File: src/rtl/signed_magnitude_serial_subtractor_pkg.sv
// Shared types and sizing helpers for the digit-serial signed-magnitude subtractor.
// Pure declarations: no logic, no latency, no flow control.
package signed_magnitude_pkg;

  typedef enum logic [1:0] {
    IDLE,
    PASS,
    FIX,
    DONE
  } sm_sub_state_e;

  localparam int SM_DEF_N = 8;
  localparam int SM_DEF_W = 2;

  // Sign sits at the MSB of an n-bit signed-magnitude word.
  function automatic int sm_sign_idx(input int n);
    return n - 1;
  endfunction

  function automatic int sm_digits(input int m, input int w);
    return (m + w - 1) / w;
  endfunction

endpackage

File: src/rtl/sm_digit_addsub.sv
// Combinational W-bit digit adder/subtractor; cout is the carry (add) or borrow (sub).
// Zero latency; no flow control.
module sm_digit_addsub #(
  parameter int W = 2
) (
  input  logic [W-1:0] x,
  input  logic [W-1:0] y,
  input  logic         cin,
  input  logic         sub,
  output logic [W-1:0] res,
  output logic         cout
);

  logic [W-1:0] w_y;
  logic         w_c;
  logic [W:0]   w_sum;

  // x - y - bin == x + ~y + ~bin, and a borrow is the absence of a carry.
  always_comb begin
    w_y   = sub ? ~y : y;
    w_c   = sub ? ~cin : cin;
    w_sum = {1'b0, x} + {1'b0, w_y} + {{W{1'b0}}, w_c};
    res   = w_sum[W-1:0];
    cout  = sub ? ~w_sum[W] : w_sum[W];
  end

endmodule

File: src/rtl/signed_magnitude_serial_subtractor.sv
// Digit-serial signed-magnitude c = a - b, W bits/cycle; result K+1 cycles after accept, 2K+1 when |b| > |a|.
// Result held in DONE until out_ready; in_ready only in IDLE, so no new operands while busy.
module signed_magnitude_serial_subtractor
  import signed_magnitude_pkg::*;
#(
  parameter int N = SM_DEF_N,
  parameter int W = SM_DEF_W
) (
  input  logic         clk,
  input  logic         rst_n,
  input  logic         in_valid,
  output logic         in_ready,
  input  logic [N-1:0] a,
  input  logic [N-1:0] b,
  output logic         out_valid,
  input  logic         out_ready,
  output logic [N-1:0] c,
  output logic         overflow
);

  localparam int M    = N - 1;
  localparam int SIGN = sm_sign_idx(N);
  localparam int K    = sm_digits(M, W);
  localparam int KW   = K * W;
  localparam int CW   = (K > 1) ? $clog2(K) : 1;

  sm_sub_state_e r_state, w_state_nxt;

  logic [CW-1:0] r_cnt;
  logic [KW-1:0] r_a_sh, r_b_sh, r_res, w_res_nxt;
  logic [N-1:0]  r_c;
  logic          r_carry, r_sub, r_sign, r_out_valid, r_ovf;
  logic          w_last, w_fix, w_dig_sub, w_cout, w_ovf_bit, w_sign_fin;
  logic          w_a_sign, w_b_esign;
  logic [W-1:0]  w_dig_x, w_dig_y, w_dig;

  sm_digit_addsub #(.W(W)) u_digit (
    .x    (w_dig_x),
    .y    (w_dig_y),
    .cin  (r_carry),
    .sub  (w_dig_sub),
    .res  (w_dig),
    .cout (w_cout)
  );

  always_ff @(posedge clk or negedge rst_n) begin
    if (!rst_n) r_state <= IDLE;
    else        r_state <= w_state_nxt;
  end

  always_comb begin
    w_state_nxt = r_state;
    case (r_state)
      IDLE: if (in_valid) w_state_nxt = PASS;
      PASS: if (w_last) w_state_nxt = (r_sub && w_cout) ? FIX : DONE;
      FIX:  if (w_last) w_state_nxt = DONE;
      DONE: if (out_ready) w_state_nxt = IDLE;
      default: w_state_nxt = IDLE;
    endcase
  end

  always_comb begin
    in_ready   = (r_state == IDLE);
    w_fix      = (r_state == FIX);
    w_last     = (r_cnt == CW'(K - 1));
    // FIX reuses the digit unit as 0 - partial, i.e. a serial two's-complement negate.
    w_dig_x    = w_fix ? '0 : r_a_sh[W-1:0];
    w_dig_y    = w_fix ? r_res[W-1:0] : r_b_sh[W-1:0];
    w_dig_sub  = w_fix | r_sub;
    w_sign_fin = w_fix ? ~r_sign : r_sign;
    // -0 operands behave as +0.
    w_a_sign   = a[SIGN] & (|a[M-1:0]);
    w_b_esign  = ~(b[SIGN] & (|b[M-1:0]));
  end

  assign w_res_nxt = (r_res >> W) | (KW'(w_dig) << (KW - W));

  generate
    if (KW > M) begin : g_pad
      assign w_ovf_bit = w_res_nxt[M];
    end else begin : g_nopad
      assign w_ovf_bit = w_cout;
    end
  endgenerate

  always_ff @(posedge clk or negedge rst_n) begin
    if (!rst_n) begin
      r_cnt       <= '0;
      r_a_sh      <= '0;
      r_b_sh      <= '0;
      r_res       <= '0;
      r_carry     <= 1'b0;
      r_sub       <= 1'b0;
      r_sign      <= 1'b0;
      r_c         <= '0;
      r_ovf       <= 1'b0;
      r_out_valid <= 1'b0;
    end else begin
      case (r_state)
        IDLE: if (in_valid) begin
          r_a_sh  <= KW'(a[M-1:0]);
          r_b_sh  <= KW'(b[M-1:0]);
          // Matching effective signs add magnitudes; differing signs subtract |b| from |a|.
          r_sub   <= (w_a_sign != w_b_esign);
          r_sign  <= w_a_sign;
          r_carry <= 1'b0;
          r_cnt   <= '0;
        end
        PASS, FIX: begin
          r_a_sh  <= r_a_sh >> W;
          r_b_sh  <= r_b_sh >> W;
          r_res   <= w_res_nxt;
          r_carry <= w_last ? 1'b0 : w_cout;
          r_cnt   <= w_last ? '0 : r_cnt + CW'(1);
          if (w_last && !(r_state == PASS && r_sub && w_cout)) begin
            r_c         <= {w_sign_fin & (|w_res_nxt[M-1:0]), w_res_nxt[M-1:0]};
            r_ovf       <= !w_fix && !r_sub && w_ovf_bit;
            r_out_valid <= 1'b1;
          end
        end
        DONE: if (out_ready) r_out_valid <= 1'b0;
        default: ;
      endcase
    end
  end

  assign c         = r_c;
  assign overflow  = r_ovf;
  assign out_valid = r_out_valid;

endmodule
File: config.mk
export PLATFORM = sky130hd
export DESIGN_NAME = signed_magnitude_serial_subtractor
export DESIGN_NICKNAME = d
export VERILOG_FILES = /design/src/rtl/signed_magnitude_serial_subtractor_pkg.sv /design/src/rtl/sm_digit_addsub.sv /design/src/rtl/signed_magnitude_serial_subtractor.sv
export SDC_FILE = /design/constraint.sdc
export NUM_CORES = 1
export LEC_CHECK = 0
export CAP_MARGIN = 10
export CORE_ASPECT_RATIO = 1.25
export CORE_MARGIN = 4
export CORE_UTILIZATION = 35
export CTS_BUF_LIST = sky130_fd_sc_hd__clkbuf_4 sky130_fd_sc_hd__clkbuf_8 sky130_fd_sc_hd__clkbuf_16
export CTS_CLUSTER_SIZE = 40
export DETAILED_ROUTE_END_ITERATION = 8
export PLACE_DENSITY = 0.67
export SLEW_MARGIN = 10
export SYNTH_ARGS = -nofsm -noshare
export SYNTH_HDL_FRONTEND = slang
export SYNTH_SLANG_ARGS = --single-unit
export TNS_END_PERCENT = 10
File: constraint.sdc
create_clock -name clk -period 8.5 [get_ports clk]
set_clock_uncertainty 0.1 [all_clocks]
set_input_delay 1.275 -clock clk [delete_from_list [all_inputs] [get_ports clk]]
set_output_delay 1.275 -clock clk [all_outputs]
set_load 0.05 [all_outputs]
# Yosys cells after proc, flatten, opt, wreduce, memory -nomap -nowiden
# Cells that the tools add are included.
# word_totals
elab_cells,80
out_inout_bits,11
ff_bits,41
input_bits,20
# op_classes
addsub,3
bitwise,10
n_reduce_logical,21
n_mux,25
eq_ne,10
# op_table
cell,n
case mux 8 bit (2 select lines),2
OR reduction 7 bit,3
two-way mux 2 bit,9
two-way mux 8 bit,2
!= test 2 bit (second input constant),5
two-way mux 1 bit,8
bitwise OR 6 x 8 -> 8 bit,1
case mux 2 bit (4 select lines),1
== test 2 bit (second input constant),3
logical AND 1 bit,6
AND reduction 2 bit,3
inverter 1 bit,4
case mux 1 bit (2 select lines),2
case mux 2 bit (2 select lines),1
AND reduction 4 bit,1
nonzero test 2 bit,2
adder 2 x 2 -> 3 bit,1
adder 3 x 1 -> 3 bit,1
bitwise AND 1 bit,3
zero test 1 bit,3
AND reduction 3 bit,1
adder 2 x 1 -> 2 bit (second input constant),1
== test 2 x 1 -> 1 bit (second input constant),1
zero test 2 bit,1
4 further kinds,4

# Logic depth before layout (Yosys ltp)
# depth
ltp_word,13
ltp_mapped,12
depth_no_buf,10

# Modules after synthesis
# Synthesis repeated with hierarchy kept, for this count alone.
# hier_totals
hier_cells,170
area_unflattened_um2,1919.3
# by_module_without_submodules
module,cells_per_inst,instances,seq_area_each_um2,area_each_um2
signed_magnitude_serial_subtractor,161,1,975.9,1833.0
sm_digit_addsub,9,1,0.0,86.3

# Least setup slack after synthesis
# Ideal clock, no wire load.
# synth_path
kind,register -> register
start,register r_state[0]
end,"register r_c[0], in the netlist c[0]"
period_less_slack_ns,2.755
stages_incl_launch_ff,12
setup_slack_ns,5.745
arrival_ns,2.531
setup_ns,0.125
required_time_ns,8.275
n_path_buf,2
cell_sequence,dfrtp_1 -> inv_1 -> ha_1 -> clkbuf_1 -> nor2_1 -> xnor2_1 -> fa_1 -> inv_1 -> fa_1 -> a31oi_1 -> buf_2 -> mux2_2
# synth_via
elab_chain_cells,12
elab_cells_between_ends,18
classes_between,2 x add/sub; 2 x eq/ne; 5 x mux; 3 x bitwise; 6 x reduce/logical
# synth_lines
element,line,rtl
"start, declared",signed_magnitude_serial_subtractor.sv:27,"sm_sub_state_e r_state, w_state_nxt;"
"start signal, assigned",signed_magnitude_serial_subtractor.sv:48,else r_state <= w_state_nxt;
== test 2 bit,"signed_magnitude_serial_subtractor.sv:64, signed_magnitude_serial_subtractor.sv:99",
two-way mux 2 bit,signed_magnitude_serial_subtractor.sv:68,w_dig_y = w_fix ? r_res[W-1:0] : r_b_sh[W-1:0];
inverter 2 bit,sm_digit_addsub.sv:20,w_y = sub ? ~y : y;
two-way mux 2 bit,sm_digit_addsub.sv:20,
adder 2 x 2 -> 3 bit,sm_digit_addsub.sv:22,"w_sum = {1'b0, x} + {1'b0, w_y} + {{W{1'b0}}, w_c};"
adder 3 x 1 -> 3 bit,sm_digit_addsub.sv:22,
inverter 1 bit,sm_digit_addsub.sv:24,cout = sub ? ~w_sum[W] : w_sum[W];
two-way mux 1 bit,sm_digit_addsub.sv:24,
logical AND 1 bit,signed_magnitude_serial_subtractor.sv:115,if (w_last && !(r_state == PASS && r_sub && w_cout)) begin
zero test 1 bit,signed_magnitude_serial_subtractor.sv:115,
logical AND 1 bit,signed_magnitude_serial_subtractor.sv:115,
AND reduction 2 bit (no source line) (*),--,
"end signal, assigned",signed_magnitude_serial_subtractor.sv:116,"r_c <= {w_sign_fin & (|w_res_nxt[M-1:0]), w_res_nxt[M-1:0]};"
"end, declared",signed_magnitude_serial_subtractor.sv:31,logic [N-1:0] r_c;
# Every way passes the cells marked *; elsewhere a longest branch is shown, timed or not.
# A chain may end at the register's enable or synchronous reset.

# Worst setup path in the final report
# layout_path
start,register r_state[0]
end,output port in_ready
# layout_via
elab_chain_cells,1
# layout_lines
element,line,rtl
zero test 2 bit,signed_magnitude_serial_subtractor.sv:63,in_ready = (r_state == IDLE);
"end, declared",signed_magnitude_serial_subtractor.sv:12,"output logic in_ready,"
# No other way between the ends.

==> flow_summary.toml <==
[status]
run_status = "complete, no violations"

[logic_synthesis]
syn-num-nets = 200
synth_area_sq_mm = 0.00191
yosysWarningCount = 0
synth_common_cells = "dfrtp_1, nand2_1, o21ai_0, mux2_2, mux2i_1"
synth-seq-cells = 39
yosysTopAreaCell = "dfrtp_1"
synthTopCellsByArea = "dfrtp_1, mux2_2, o21ai_0"
avgSynthCellArea_sq_um = 11.1
synth_cells = 173
ys_types = 30
synth_edf_count = 0
seq_area_frac_synth_pct = 51.0
synth_top_area_share_pct = 51.0
async_flop_share_pct = 100
yosysMostFrequentCell = "dfrtp_1"
ys.flop_type = "dfrtp_1"

[critical_path]
reg2reg_to = "c[4]$_DFFE_PN0P_"
criticalPathCategory = "reg2out"
crit_fanout = 15
end_kind = "primary output"
crit_arrival_ns = 2.21
r2r_cells = 9
start_kind = "flip-flop"
cp-startpoint = "r_state[0]$_DFFE_PN0P_"
crit-reg2reg-launch = "r_state[0]$_DFFE_PN0P_"
reg2reg_slack_ns = 5.19
required_ns = 7.12
critPathCapture = "in_ready"

[power_and_ir_drop]
swShare_pct = 42.7
clkPwrFrac_pct = 14.4
max-vdd-ir-drop_v = 0.000197
intPower_mw = 0.636
power.leakage_nw = 1.02
p_comb_share_pct = 54.5
power.switching_mw = 0.475
power_density_mw_per_mm2 = 468
p_seq_share_pct = 31.1

[global_route]
grt_overflow = 0
antenna_found_initial = 0
grt_pass1_vias = 1377
grt_pass1_wl_mm = 6.52
grt_max_degree = 40
grt_usage_pct = 12.6

[place]
gp_congestion = 0.789
placed_cell_area_sq_mm = 0.00226
post-dp-hpwl_mm = 2.81
dp.cells = 257
port_buffers = 30

[final_layout]
area_growth_pct = 24.1
fin_area_sq_mm = 0.00237
drive_above_1_share_pct = 13.8
antennaDiodeCount = 0
fin_cells = 265
final_nets = 229

[timing]
period_share_pct = 42.2
finalCriticalPeriod_ns = 3.58
tightest_slew_ns = 1.06
finalSetupViolations = 0
hold_violations = 0
slew_viol_final = 0
max_freq_mhz = 279
tns_ns = 0
slew_headroom_pct = 29.1
rsz0062_at_grt = "false"

[clock_tree]
post_cts_resize_count = 0
cts.sinks = 39
holdBufCountCts = 0
clkTransAtPathRegs_ns = 0.08
cts_buffer_depth = 2
post_cts_buffers = 0
htree_levels = 2
cts-root-buf = "clkbuf_8"
cts_tree = "yes"
clkLatencyLatePin_ns = 0.29
numCtsBuffers = 5

[route]
drt_wl_total_mm = 3.81
drt-wirelength-per-cell_microns = 14.4
vias_per_cell = 5.03
ant_nets = 0
vias = 1333
post-route-drc-count = 0
drt_first_pass_iters = 4
drtIter0Drc = 39

[die]
dieArea_sq_mm = 0.00672
ios = 31
die_x_microns = 74.1
core_sq_mm = 0.00519
fp.dieH_microns = 90.7
start_util_pct = 36.9
fp-row-count = 29

[hold_path]
hp-class = "reg2reg"

[flow_run]
maxCapViolCount = 0
## final cells by class
cell class,instances,area (sq um)
clock buffer,6,82.6
clock inverter,2,35.0
fill,506,2820
inverter,5,18.8
multi-input combinational,120,881
sequential,39,976
tap,62,77.6
timing repair buffer,31,303
## placed cells by master, fill, tap and decap left out, drive strengths merged, types with 3 or more instances in the layout
| master | instances |
|---|---|
| dfrtp | 39 |
| nand2b | 3 |
| inv | 5 |
| nor2 | 5 |
| ha | 5 |
| clkbuf | 6 |
| xnor2 | 3 |
| mux2i | 10 |
| nand2 | 24 |
| clkdlybuf4s50 | 29 |
| o41ai | 3 |
| xor2 | 3 |
| mux2 | 15 |
| nor2b | 6 |
| a31oi | 5 |
| o21ai | 24 |
## cells by family after synthesis
logic type | count (synthesis) | share of synthesized area, %
XOR/XNOR | 6 | 2.75
flip-flops | 39 | 51.0
AO/OA/AOI/OAI | 38 | 13.0
buffers and inverters | 14 | 2.94
adder cells (fa/ha/maj) | 7 | 5.36
AND/OR/NAND/NOR | 44 | 10.9
multiplexers | 25 | 14.1
## metrics by stage
step / setup slack (ns) / hold slack, ns / total power [mW] / utilization (%)
5_1_grt: 4.83 / 0.411 / 1.21 / 45.7
2_1_floorplan: 5.74 / 0.342 / 0.797 / -
6_report: 4.92 / 0.390 / 1.11 / 45.7
3_5_place_dp: 5.15 / 0.375 / 0.966 / 43.5
3_3_place_gp: 5.28 / 0.361 / 0.943 / 43.5
4_1_cts: 4.93 / 0.393 / 1.13 / 45.7
## power by group through the flow
stage,clock (mW),sequential (mW),combinational [mW]
2_1_floorplan,0,0.407,0.391
3_3_place_gp,0,0.346,0.597
3_5_place_dp,0,0.351,0.616
4_1_cts,0.166,0.347,0.617
5_1_grt,0.172,0.359,0.676
6_report,0.160,0.346,0.605
## critical path: stages, from the launching register on
cell	delay, ns
dfrtp_1	0.42
inv_1	0.11
ha_1	0.48
clkdlybuf4s50_1	0.90
## worst min-delay path by stage
| stage | startpoint | slack [ns] | endpoint | cells past startpoint |
|---|---|---|---|---|
| final | r_a_sh[4]$_DFFE_PN0P_ | 0.39 | r_a_sh[4]$_DFFE_PN0P_ | 2 |
| after global routing | r_a_sh[2]$_DFFE_PN0P_ | 0.41 | r_a_sh[2]$_DFFE_PN0P_ | 2 |
| after CTS | r_b_sh[3]$_DFFE_PN0P_ | 0.39 | r_b_sh[3]$_DFFE_PN0P_ | 2 |
| after detailed placement | r_b_sh[3]$_DFFE_PN0P_ | 0.37 | r_b_sh[3]$_DFFE_PN0P_ | 2 |
| after global placement | r_a_sh[2]$_DFFE_PN0P_ | 0.36 | r_a_sh[2]$_DFFE_PN0P_ | 2 |
| after floorplan | r_a_sh[0]$_DFFE_PN0P_ | 0.34 | r_a_sh[0]$_DFFE_PN0P_ | 2 |
## per-layer routing
| layer | up-vias | GRT usage (%) | part of all wire, % |
|---|---|---|---|
| met2 | 31 | 19.3 | 48 |
| met5 | - | 0 | 0 |
| met3 | 7 | 2.90 | 4.9 |
| met4 | 0 | 6.34 | 2.1 |
| met1 | 632 | 16.4 | 45 |
| li1 | 663 | - | - |
## sequential cells by signal (all words and copies together) (netlist names), 2 cells and up
signal	flops
c	8
r_res	8
r_b_sh	7
r_state	2
r_cnt	2
r_a_sh	7
No activity file was read; power rests on OpenSTA's default activity.
